[config.mk]
export PLATFORM = sky130hd
export DESIGN_NAME = pcileech_tx_arbiter
export DESIGN_NICKNAME = d
export VERILOG_FILES = /design/src/rtl/pcileech_header.sv /design/src/rtl/pcileech_rr_pick.sv /design/src/rtl/pcileech_tx_arbiter.sv
export SDC_FILE = /design/constraint.sdc
export NUM_CORES = 1
export LEC_CHECK = 0
export BUFFER_PORTS_ARGS = -buffer_cell sky130_fd_sc_hd__buf_2
export CAP_MARGIN = 30
export CORE_ASPECT_RATIO = 0.75
export CORE_MARGIN = 1.5
export CORE_UTILIZATION = 30
export CTS_BUF_LIST = sky130_fd_sc_hd__clkbuf_2
export DETAILED_ROUTE_END_ITERATION = 10
export PLACE_DENSITY = 0.58
export SLEW_MARGIN = 20
export SYNTH_ARGS = -nofsm -noshare
export SYNTH_HDL_FRONTEND = slang
export SYNTH_SLANG_ARGS = --single-unit
[constraint.sdc]
create_clock -name clk -period 2.1 [get_ports clk]
set_input_delay 0.315 -clock clk [delete_from_list [all_inputs] [get_ports clk]]
set_output_delay 0.315 -clock clk [all_outputs]
set_load 0.01 [all_outputs]
[src/rtl/pcileech_header.sv]
// Shared definitions for the PCILeech TX path: source ids, source count and the
// round-robin successor used by the arbiter.
package pcileech_header;

    localparam int NUM_SRC = 3;

    typedef enum logic [1:0] {
        SRC_CFG  = 2'd0,
        SRC_TLP  = 2'd1,
        SRC_CORE = 2'd2
    } src_id_e;

    typedef enum logic {
        StIdle,
        StGrant
    } arb_state_e;

    // Successor in rotation 0 -> 1 -> 2 -> 0; the unused code 3 folds back to 0.
    function automatic src_id_e rr_next(input src_id_e id);
        case (id)
            SRC_CFG: return SRC_TLP;
            SRC_TLP: return SRC_CORE;
            default: return SRC_CFG;
        endcase
    endfunction

endpackage

[src/rtl/pcileech_rr_pick.sv]
// Combinational round-robin pick: first valid source starting after last_id.
module pcileech_rr_pick
    import pcileech_header::*;
(
    input  logic [NUM_SRC-1:0] valid,
    input  src_id_e            last_id,
    output src_id_e            pick_id,
    output logic               any_valid
);

    src_id_e cand;
    logic    found;

    always_comb begin
        pick_id = rr_next(last_id);
        cand    = last_id;
        found   = 1'b0;
        for (int k = 0; k < NUM_SRC; k++) begin
            cand = rr_next(cand);
            if (!found && valid[cand]) begin
                pick_id = cand;
                found   = 1'b1;
            end
        end
        any_valid = |valid;
    end

endmodule

[src/rtl/pcileech_tx_arbiter.sv]
// Three-source packet arbiter toward the COM FIFO: round-robin grant per packet
// (or per burst limit) and a single 1-cycle output register.
module pcileech_tx_arbiter
    import pcileech_header::*;
#(
    parameter int unsigned PARAM_MAX_BURST = 64
) (
    input  logic                      clk,
    input  logic                      rst_n,
    input  logic [NUM_SRC-1:0]        src_valid,
    input  logic [NUM_SRC-1:0][31:0]  src_data,
    input  logic [NUM_SRC-1:0]        src_last,
    output logic [NUM_SRC-1:0]        src_ready,
    output logic                      out_valid,
    output logic [31:0]               out_data,
    output logic [1:0]                out_src,
    output logic                      out_last,
    input  logic                      out_ready,
    output logic                      grant_active
);

    localparam logic [7:0] BurstLast = 8'(PARAM_MAX_BURST - 1);

    arb_state_e state_q;
    src_id_e    grant_id_q;
    src_id_e    last_id_q;
    logic [7:0] burst_cnt_q;
    logic       armed_q;

    src_id_e    pick_id;
    logic       any_valid;
    logic       accept;
    logic       release_grant;

    pcileech_rr_pick u_rr_pick (
        .valid     (src_valid),
        .last_id   (last_id_q),
        .pick_id   (pick_id),
        .any_valid (any_valid)
    );

    always_comb begin
        src_ready = '0;
        if (state_q == StGrant && (!out_valid || out_ready)) begin
            src_ready[grant_id_q] = 1'b1;
        end
    end

    assign accept        = src_valid[grant_id_q] && src_ready[grant_id_q];
    assign release_grant = accept && (src_last[grant_id_q] || burst_cnt_q == BurstLast);
    assign grant_active  = (state_q == StGrant);

    always_ff @(posedge clk or negedge rst_n) begin
        if (!rst_n) begin
            state_q     <= StIdle;
            grant_id_q  <= SRC_CFG;
            last_id_q   <= SRC_CORE;
            burst_cnt_q <= '0;
            armed_q     <= 1'b0;
            out_valid   <= 1'b0;
            out_data    <= '0;
            out_src     <= '0;
            out_last    <= 1'b0;
        end else begin
            // Blocks a grant on the first edge after reset release.
            armed_q <= 1'b1;

            if (accept) begin
                out_valid   <= 1'b1;
                out_data    <= src_data[grant_id_q];
                out_src     <= grant_id_q;
                out_last    <= src_last[grant_id_q];
                burst_cnt_q <= burst_cnt_q + 8'd1;
            end else if (out_ready) begin
                out_valid <= 1'b0;
            end

            case (state_q)
                StIdle: begin
                    if (armed_q && any_valid) begin
                        grant_id_q  <= pick_id;
                        burst_cnt_q <= '0;
                        state_q     <= StGrant;
                    end
                end
                StGrant: begin
                    if (release_grant) begin
                        last_id_q <= grant_id_q;
                        state_q   <= StIdle;
                    end
                end
                default: state_q <= StIdle;
            endcase
        end
    end

endmodule

==> PnR_summary.wiki <==
{| class="wikitable"
! Metric !! Value
|-
| Gate family responsible for the most delay along the worst path || flip-flops
|-
| TritonCTS clock tree || built
|-
| Tmin final || 1.94 ns
|-
| WP buf/inv || 2
|-
| Number of DRC violations after detailed-routing iteration 0 || 100
|-
| CTS Buf Count || 5
|-
| Core area || 9050 sq um
|-
| Final setup skew || 0.0117 ns
|-
| Number of antenna violations at the first check in global routing || 0
|-
| Crit start category || flip-flop
|-
| Leading cell types in the layout, fill and taps excluded || sky130_fd_sc_hd__buf_2, sky130_fd_sc_hd__dfrtp_1, sky130_fd_sc_hd__nand2_1, sky130_fd_sc_hd__mux2i_1, sky130_fd_sc_hd__o21ai_0
|-
| Number of setup violations in the final report || 0
|-
| DRC viols || 0
|-
| Total number of yosys warnings || 0
|-
| Final period utilization || 0.923
|-
| Die extent in y || 86.7 microns
|-
| Slowest-stage cell, CP || sky130_fd_sc_hd__dfrtp_2
|-
| Overflow after GRT || 0
|-
| Maximum number of pins on one net before global-route repair || 41
|-
| Final-report hold violation count || 0
|-
| Global-route wire length before repair || 11300 microns
|-
| LEAKAGE || 1.91 nW
|-
| Total wire length || 7180 microns
|-
| Area enclosed by the die boundary || 9940 sq um
|-
| Final Max Tran Viols || 0
|-
| Critical Path Fanout Max || 36
|-
| Avg Cell Area, Syn || 10.3 sq um
|-
| Die width || 115 microns
|-
| Synthesis-to-layout area growth || 32.9%
|-
| TritonCTS Sinks || 50
|-
| Final layout net count || 520
|-
| Critical path required time || 1.78 ns
|-
| Initial Utilization || 0.310
|-
| Via count || 2509
|-
| Count of different cell masters after synthesis || 38
|-
| Routed wirelength normalized by instance count || 13.3 microns
|-
| Commonest register cell after synthesis || sky130_fd_sc_hd__dfrtp_1
|-
| Part of the Yosys area used for sequential elements || 0.447
|-
| Source-to-sink clock delay at the later pin of the worst-skew pair || 0.40 ns
|-
| Share of synthesized flip-flops with an asynchronous set or reset || 1.00
|-
| Maximum Capacitance Violations || 0
|-
| Post CTS Setup Buffer Count || 0
|-
| Path type of the worst setup path || reg -> out
|-
| Total nets after synthesis || 379
|-
| Finished Core Util || 0.412
|-
| Pwr/cell area || 1210 nW/um^2
|-
| WP data arrival || 1.62 ns
|-
| Setup repair after global routing missed its margin || false
|-
| Clock Tree Buf Depth || 2
|-
| Yosys reg bits || 50
|-
| Number of inserted filler cells in the final layout || 910
|-
| Root cell of the clock tree || sky130_fd_sc_hd__clkbuf_2
|-
| Row count || 30
|-
| Total number of H-tree levels || 2
|-
| Most common cell after layout, fill and taps aside || sky130_fd_sc_hd__buf_2
|-
| Result of the run || complete, no violations
|-
| Total negative setup slack || 0 ns
|-
| Top Ports || 145
|-
| VDD IR-drop max || 0.424 mV
|-
| Number of vias per cell after detailed routing || 4.63
|-
| Highest clock frequency the design can meet || 516 MHz
|-
| Ratio of cells with drive above 1 in the final layout || 0.490
|-
| # diodes || 0
|-
| Vias in the first global route || 2345
|-
| Type of element capturing the critical path || primary output
|-
| Final HPWL DP || 5290 microns
|-
| Worst rel slew slack || 0.517
|-
| Clock transition time at the flip-flop clock pins of the worst setup and hold paths || 0.24 ns
|-
| Post-route ant nets || 0
|-
| Hold/Removal Path Class || in -> reg
|-
| Final GP Congestion || 0.818
|-
| Actual slew at the worst max-slew pin || 0.724 ns
|-
| Number of optimization iterations in the first detailed-route pass || 4
|-
| Gate count after technology mapping || 273
|-
| Biggest cell delay along the critical path || 0.52 ns
|-
| Number of enable flip-flop cells after synthesis || 0
|-
| Critical path cell sequence || buf_8, nor3b_1, buf_2
|-
| Total track usage || 0.144
|-
| Number of port buffers || 144
|-
| Post-synthesis instance area || 2800 sq um
|}
## metrics by stage
stage	instances	setup WS (ns)	cell area (sq um)	hold WS (ns)	total power [mW]
finish	542	0.162	3730	0.209	4.52
detailed placement	534	0.263	3660	0.422	4.19
CTS	542	0.0308	3710	0.177	4.60
global placement	534	0.327	3660	0.424	4.12
global route	542	0.00164	3730	0.168	4.94
floorplan	273	0.385	2800	0.0194	3.36
## final cells by class
type	count	area [sq um]	share of cell area
Multi-Input combinational cell	202	1470	0.394
Sequential cell	50	1250	0.336
Timing Repair Buffer	154	806	0.216
Tap cell	128	160	0.0430
Clock buffer	5	25.0	0.00671
Clock inverter	2	10.0	0.00269
Inverter	1	3.75	0.00101
## synth_stat cells (all sizes together) (2+ instances only)
| master | instances | area (sq um) |
|---|---|---|
| dfrtp | 49 | 1230 |
| nand2 | 39 | 146 |
| mux2i | 36 | 360 |
| o21ai | 36 | 180 |
| mux2 | 35 | 394 |
| a21oi | 10 | 50.1 |
| buf | 10 | 58.8 |
| clkbuf | 10 | 37.5 |
| nand3 | 5 | 25.0 |
| nor2 | 5 | 26.3 |
| or4 | 5 | 37.5 |
| nor3b | 4 | 30.0 |
| o31ai | 4 | 30.0 |
| nand2b | 2 | 12.5 |
| nand3b | 2 | 15.0 |
| nor3 | 2 | 10.0 |
| o21a | 2 | 16.3 |
## flip-flops by register name, indices dropped and copies added, names as in the netlist
| signal | count |
|---|---|
| out_data | 32 |
| out_last | 1 |
| armed_q | 1 |
| out_src | 2 |
| last_id_q | 2 |
| grant_active | 1 |
| out_valid | 1 |
| burst_cnt_q | 8 |
| grant_id_q | 2 |
## cells by family after synthesis
group | synth area share
flops | 0.447
simple gates | 0.120
other cells | 0.00134
buf+inv | 0.0357
fa+ha+maj | 0.00446
compound gates | 0.123
mux | 0.269
## where the power goes
part           switching [mW]  leakage [nW]  internal [mW]  total (mW)
Combinational            1.31          1.25           1.22        2.53
Sequential              0.267         0.629           1.36        1.62
Clock                   0.296        0.0286         0.0726       0.369
## final timing paths
path,startpoint,end,slack [ns],cells past startpoint
max in group asynchronous,rst_n,burst_cnt_q[3],0.97,3
setup reg to reg,grant_id_q[0],out_data[28],0.27,5
hold reg to reg,burst_cnt_q[5],burst_cnt_q[5],0.49,1
hold / removal,out_ready,out_valid,0.21,3
min in group asynchronous,rst_n,out_data[26],0.48,2
setup / recovery,grant_id_q[0],src_ready[1],0.16,3
## timing repair
action,4_1_cts,5_1_grt
gates resized for setup,2,4
setup endpoints to repair,3,3
hold buffers,1,0
hold endpoints to repair,29,0
## worst register-to-register path: stages, from the launching register on
cell and delay, ns:
sky130_fd_sc_hd__dfrtp_2 0.53, sky130_fd_sc_hd__mux2i_1 0.16, sky130_fd_sc_hd__o21a_2 0.30, sky130_fd_sc_hd__nor2_4 0.11
sky130_fd_sc_hd__buf_4 0.27, sky130_fd_sc_hd__mux2_2 0.38
## layer usage
layer,GRT usage,part of all wire,vias to the layer above
met5,0,0,-
met2,0.240,0.46,91
met3,0.0378,0.074,4
li1,-,-,1262
met4,0.0273,0.0056,0
met1,0.191,0.46,1152
(Power assumes the default switching activity.)
